[src/rtl/bcd_convert_arbiter.sv]
// Round-robin arbitrated, shared shift-and-add-3 binary-to-BCD converter (one bit per clock).
// Define BCD_SATURATE_EN to saturate out-of-range results to all 9s and flag OVERFLOW.
module bcd_convert_arbiter #(
    parameter int unsigned NUM_REQ   = 3,
    parameter int unsigned BIN_WIDTH = 14,
    parameter int unsigned DIGITS    = 4,
    parameter int unsigned IDW       = 2
) (
    input  logic                         CLK,
    input  logic                         RESETN,
    input  logic [NUM_REQ-1:0]           REQ,
    input  logic [NUM_REQ*BIN_WIDTH-1:0] BIN_IN,
    output logic [NUM_REQ-1:0]           GNT,
    output logic                         BUSY,
    output logic                         DONE,
    output logic [IDW-1:0]               DONE_ID,
    output logic [4*DIGITS-1:0]          BCD_OUT,
    output logic                         OVERFLOW
);

    localparam int unsigned CW = $clog2(BIN_WIDTH + 1);
    localparam int unsigned DW = 4 * DIGITS;

    typedef enum logic [0:0] {StIdle, StShift} state_e;

    state_e               state_q, state_d;
    logic [IDW-1:0]       last_q, last_d;
    logic [BIN_WIDTH-1:0] sr_q, sr_d;
    logic [DW-1:0]        dig_q, dig_d;
    logic [CW-1:0]        cnt_q, cnt_d;
    logic                 sticky_q, sticky_d;
    logic [NUM_REQ-1:0]   gnt_q, gnt_d;
    logic                 busy_q, busy_d;
    logic                 done_q, done_d;
    logic [IDW-1:0]       done_id_q, done_id_d;
    logic [DW-1:0]        bcd_q, bcd_d;
    logic                 ovf_q, ovf_d;

    logic                 found;
    logic [IDW-1:0]       sel;
    logic [DW-1:0]        adj;
    logic [DW-1:0]        shifted;
    logic                 carry;

    always_comb begin
        state_d   = state_q;
        last_d    = last_q;
        sr_d      = sr_q;
        dig_d     = dig_q;
        cnt_d     = cnt_q;
        sticky_d  = sticky_q;
        gnt_d     = '0;
        busy_d    = busy_q;
        done_d    = 1'b0;
        done_id_d = done_id_q;
        bcd_d     = bcd_q;
        ovf_d     = ovf_q;

        // Search starts just after the last winner and wraps, giving round-robin fairness.
        found = 1'b0;
        sel   = '0;
        for (int k = 1; k <= int'(NUM_REQ); k++) begin
            if (!found && REQ[(int'(last_q) + k) % int'(NUM_REQ)]) begin
                found = 1'b1;
                sel   = IDW'((int'(last_q) + k) % int'(NUM_REQ));
            end
        end

        adj = dig_q;
        for (int i = 0; i < int'(DIGITS); i++) begin
            if (dig_q[4*i +: 4] >= 4'd5) begin
                adj[4*i +: 4] = dig_q[4*i +: 4] + 4'd3;
            end
        end
        shifted = {adj[DW-2:0], sr_q[BIN_WIDTH-1]};
        carry   = adj[DW-1];

        case (state_q)
            StIdle: begin
                if (found) begin
                    sr_d     = BIN_IN[int'(sel)*BIN_WIDTH +: BIN_WIDTH];
                    dig_d    = '0;
                    sticky_d = 1'b0;
                    cnt_d    = CW'(BIN_WIDTH);
                    last_d   = sel;
                    gnt_d    = NUM_REQ'(1) << sel;
                    busy_d   = 1'b1;
                    state_d  = StShift;
                end
            end
            StShift: begin
                dig_d    = shifted;
                sr_d     = {sr_q[BIN_WIDTH-2:0], 1'b0};
                sticky_d = sticky_q | carry;
                cnt_d    = cnt_q - CW'(1);
                if (cnt_q == CW'(1)) begin
                    done_d    = 1'b1;
                    busy_d    = 1'b0;
                    done_id_d = last_q;
                    state_d   = StIdle;
`ifdef BCD_SATURATE_EN
                    if (sticky_q | carry) begin
                        bcd_d = {DIGITS{4'h9}};
                        ovf_d = 1'b1;
                    end else begin
                        bcd_d = shifted;
                        ovf_d = 1'b0;
                    end
`else
                    bcd_d = shifted;
                    ovf_d = 1'b0;
`endif
                end
            end
            default: state_d = StIdle;
        endcase
    end

    always_ff @(posedge CLK or negedge RESETN) begin
        if (!RESETN) begin
            state_q   <= StIdle;
            last_q    <= IDW'(NUM_REQ - 1);
            sr_q      <= '0;
            dig_q     <= '0;
            cnt_q     <= '0;
            sticky_q  <= 1'b0;
            gnt_q     <= '0;
            busy_q    <= 1'b0;
            done_q    <= 1'b0;
            done_id_q <= '0;
            bcd_q     <= '0;
            ovf_q     <= 1'b0;
        end else begin
            state_q   <= state_d;
            last_q    <= last_d;
            sr_q      <= sr_d;
            dig_q     <= dig_d;
            cnt_q     <= cnt_d;
            sticky_q  <= sticky_d;
            gnt_q     <= gnt_d;
            busy_q    <= busy_d;
            done_q    <= done_d;
            done_id_q <= done_id_d;
            bcd_q     <= bcd_d;
            ovf_q     <= ovf_d;
        end
    end

    assign GNT      = gnt_q;
    assign BUSY     = busy_q;
    assign DONE     = done_q;
    assign DONE_ID  = done_id_q;
    assign BCD_OUT  = bcd_q;
    assign OVERFLOW = ovf_q;

endmodule
[config.mk]
export PLATFORM = sky130hd
export DESIGN_NAME = bcd_convert_arbiter
export DESIGN_NICKNAME = d
export VERILOG_FILES = /design/src/rtl/bcd_convert_arbiter.sv
export SDC_FILE = /design/constraint.sdc
export NUM_CORES = 1
export LEC_CHECK = 0
export ABC_CLOCK_PERIOD_IN_PS = 2100
export BUFFER_PORTS_ARGS = -buffer_cell sky130_fd_sc_hd__buf_2
export CORE_ASPECT_RATIO = 2
export CORE_UTILIZATION = 45
export CTS_CLUSTER_DIAMETER = 50
export DETAILED_ROUTE_END_ITERATION = 12
export PLACE_DENSITY = 0.7
export RECOVER_POWER = 25
export SETUP_SLACK_MARGIN = 0.1
export SLEW_MARGIN = 10
export SYNTH_ARGS = -nofsm -noshare
export SYNTH_HDL_FRONTEND = slang
export SYNTH_SLANG_ARGS = --single-unit
[constraint.sdc]
create_clock -name CLK -period 2.1 [get_ports CLK]
set_input_delay 0.63 -clock CLK [delete_from_list [all_inputs] [get_ports CLK]]
set_output_delay 0.63 -clock CLK [all_outputs]
set_load 0.02 [all_outputs]
==> out/metrics.cfg <==
[synth]
synthFlopType=dfrtp_1
netlist_area_um2=3390
synth-seq-cells=60
ys_seq_area_share_pct=44.3
synth_edf_count=0
syn-instance-count=347
synth.avg_cell_area_um2=9.78
synthArstFlopShare_pct=100
yosys_warnings=0
syn-num-nets=408
synth.distinct_cells=50

[floorplanning]
die_x_um=63.4
ioPinCount=71
initial_core_util_pct=46.7
fp-row-count=44
die_y_um=125
dieArea_um2=7910
core_um2=7270

[timing]
finalHoldViolCount=0
final.setup.tns_ns=-2.62
slew_headroom_pct=43.1
setup_ws_ns=-0.119
holdWs_ns=0.383
min_period_ns=2.22
drv_slew=0
max_freq_mhz=451
finalCritPeriodShare_pct=106
rsz0062_at_grt=true
worst_pin_slew_ns=0.854
setup_viol=39
skew_ns=0.00753

[clock_tree]
clockBufferDepth=2
htree_levels=3
cts-root-buf=clkbuf_16
ctsHoldBuffers=0
cts_tree=built
insertion_delay_ns=0.33
cts_sinks=60
numCtsBuffers=9
cts.clk_slew.worst_paths_ns=0.05

[power_and_ir_drop]
p_leak_nw=2.29
peakVddDrop_v=0.00143
p_per_area_nw_per_um2=1780

[global_routing]
grt_pass1_wl_um=14400
grt_max_degree=47
antenna_found_initial=0
gr-total-overflow=0
grt_util_all_layers_pct=23.5
grt_pass1_vias=3102

[finish]
drive_gt1_share_pct=38.9
antenna-diode-count=0
syn_to_final_growth_pct=41.2
fin_nets=502

[worst_hold_path]
hold_class=in2async

[setup_path]
r2r_end=sr_q[0]$_DFFE_PN0P_
path_max_fanout=7
crit_end=sr_q[0]$_DFFE_PN0P_
critPathArrivalTime_ns=2.44
r2r-start=last_q[1]$_DFFE_PN1P_
r2r_cells=9
crit_type=reg2reg
cp-start-kind=flip-flop
crit_required_ns=2.33
r2r_setup_slack_ns=-0.12
crit_start=last_q[1]$_DFFE_PN1P_
endpoint_kind=flip-flop

[placed_design]
gp_congestion=0.887
port_buffers=69
dp_hpwl_um=5820

[route]
first_pass_iters=6
first_iter_violations=204
detail_route.vias_per_cell=5.53
wl_per_cell_um=16.8
drc=0
vias=2970
antenna_left=0
wirelength_um=9010

[flow_run]
maxCapViolations=0

[outcome]
violations=negative setup slack
status=finished, violations left

==> layout make-up <==
class / count / area (µm²)
timing repair buffer: 106 / 808
tap: 92 / 115
sequential: 60 / 1500
clock inverter: 5 / 77.6
clock buffer: 10 / 229
fill: 586 / 2470
inverter: 16 / 62.6
multi-input combinational: 248 / 2000
==> worst min path at each step <==
| stage | slack [ns] | cells after the start | to |
|---|---|---|---|
| 2_1_floorplan | 0.33 | 0 | BCD_OUT[0]$_DFFE_PN0P_ |
| 3_3_place_gp | 0.45 | 2 | BCD_OUT[12]$_DFFE_PN0P_ |
| 3_5_place_dp | 0.46 | 2 | BCD_OUT[8]$_DFFE_PN0P_ |
| 4_1_cts | 0.22 | 1 | dig_q[14]$_DFFE_PN0P_ |
| 5_1_grt | 0.45 | 1 | dig_q[14]$_DFFE_PN0P_ |
| 6_report | 0.38 | 1 | dig_q[14]$_DFFE_PN0P_ |
==> synth_stat cells, drive strengths merged, types with 5 or more instances <==
master  number  area (µm²)
xnor2        5        43.8
mux2i        7        77.6
nand2       55         206
dfrtp       59        1480
inv         16        60.1
o21ai       11        55.1
o31ai       14         105
buf         18         131
nor2        26        97.6
ha          14         175
a22oi       15         113
clkbuf       5        18.8
a22o        16         140
a221oi      14         135
nand2b      11        68.8
and2        15        93.8
a21oi        7        35.0
==> kinds of logic (layout without fill, tap and decap cells) <==
logic type      count (synthesis)  after routing  share of synthesized area (%)
simple gates                  128            128                           18.3
compound gates                 90             90                           21.4
flops                          60             60                           44.3
buf+inv                        39            137                           6.19
fa+ha+maj                      14             14                           5.16
mux                            10             10                           3.28
xor+xnor                        5              5                           1.29
other cells                     1              1                          0.111
==> critical path, stage by stage (launching register included) <==
cell,delay (ns)
dfstp_2,0.59
inv_4,0.06
ha_4,0.20
buf_6,0.12
nand3b_4,0.14
and3_4,0.16
a32oi_4,0.31
clkbuf_16,0.22
a221oi_2,0.06
o31ai_1,0.24
==> metrics by stage <==
stage	total power, mW	instances	utilization (%)	instance area, µm²	setup WS (ns)
after CTS	7.93	533	62.7	4550	-0.0726
after global placement	5.80	508	55.0	4000	-0.0620
after detailed placement	5.93	508	55.0	4000	-0.132
final	8.52	537	65.9	4790	-0.119
after global routing	9.06	537	65.9	4790	-0.174
after floorplan	4.81	347	-	3450	-0.00891
==> per-layer routing <==
layer	global-route usage, %	vias up	share of wire [%]
li1	-	1421	-
met1	24.9	1445	37
met2	42.4	83	57
met3	4.12	21	3.8
met4	13.2	0	2.6
met5	0	-	0
==> report_power, final <==
part | total (mW) | switching [mW] | internal (mW) | leakage (nW)
Clock | 1.55 | 0.519 | 1.03 | 0.148
Combinational | 4.96 | 2.53 | 2.43 | 1.38
Sequential | 2.01 | 0.361 | 1.65 | 0.760
==> sequential cells by signal (all words and copies together) (netlist names) <==
name	flops
BCD_OUT	16
BUSY	1
DONE	1
DONE_ID	2
GNT	3
cnt_q	4
dig_q	16
last_q	2
sr_q	14
state_q	1
==> cells in the final DEF, fill, tap and decap left out, types with 7 or more instances in the layout <==
cell and count:
buf_2 68, dfrtp_1 59, nand2_1 54, nor2_1 24
buf_4 20, a22o_1 16, and2_1 15, inv_1 14
a22oi_1 13, clkbuf_16 12, o31ai_1 10, a221oi_2 10
o21ai_0 10, ha_1 10, nand2b_1 8, a21oi_1 7
==> timing repair <==
action,in CTS,in global routing
hold endpoints to repair,0,0
endpoints found under the setup margin,41,41
resized for setup,27,30
buffers inserted,8,1
pin swaps,1,24
cloned,2,3
(Power assumes the default switching activity.)
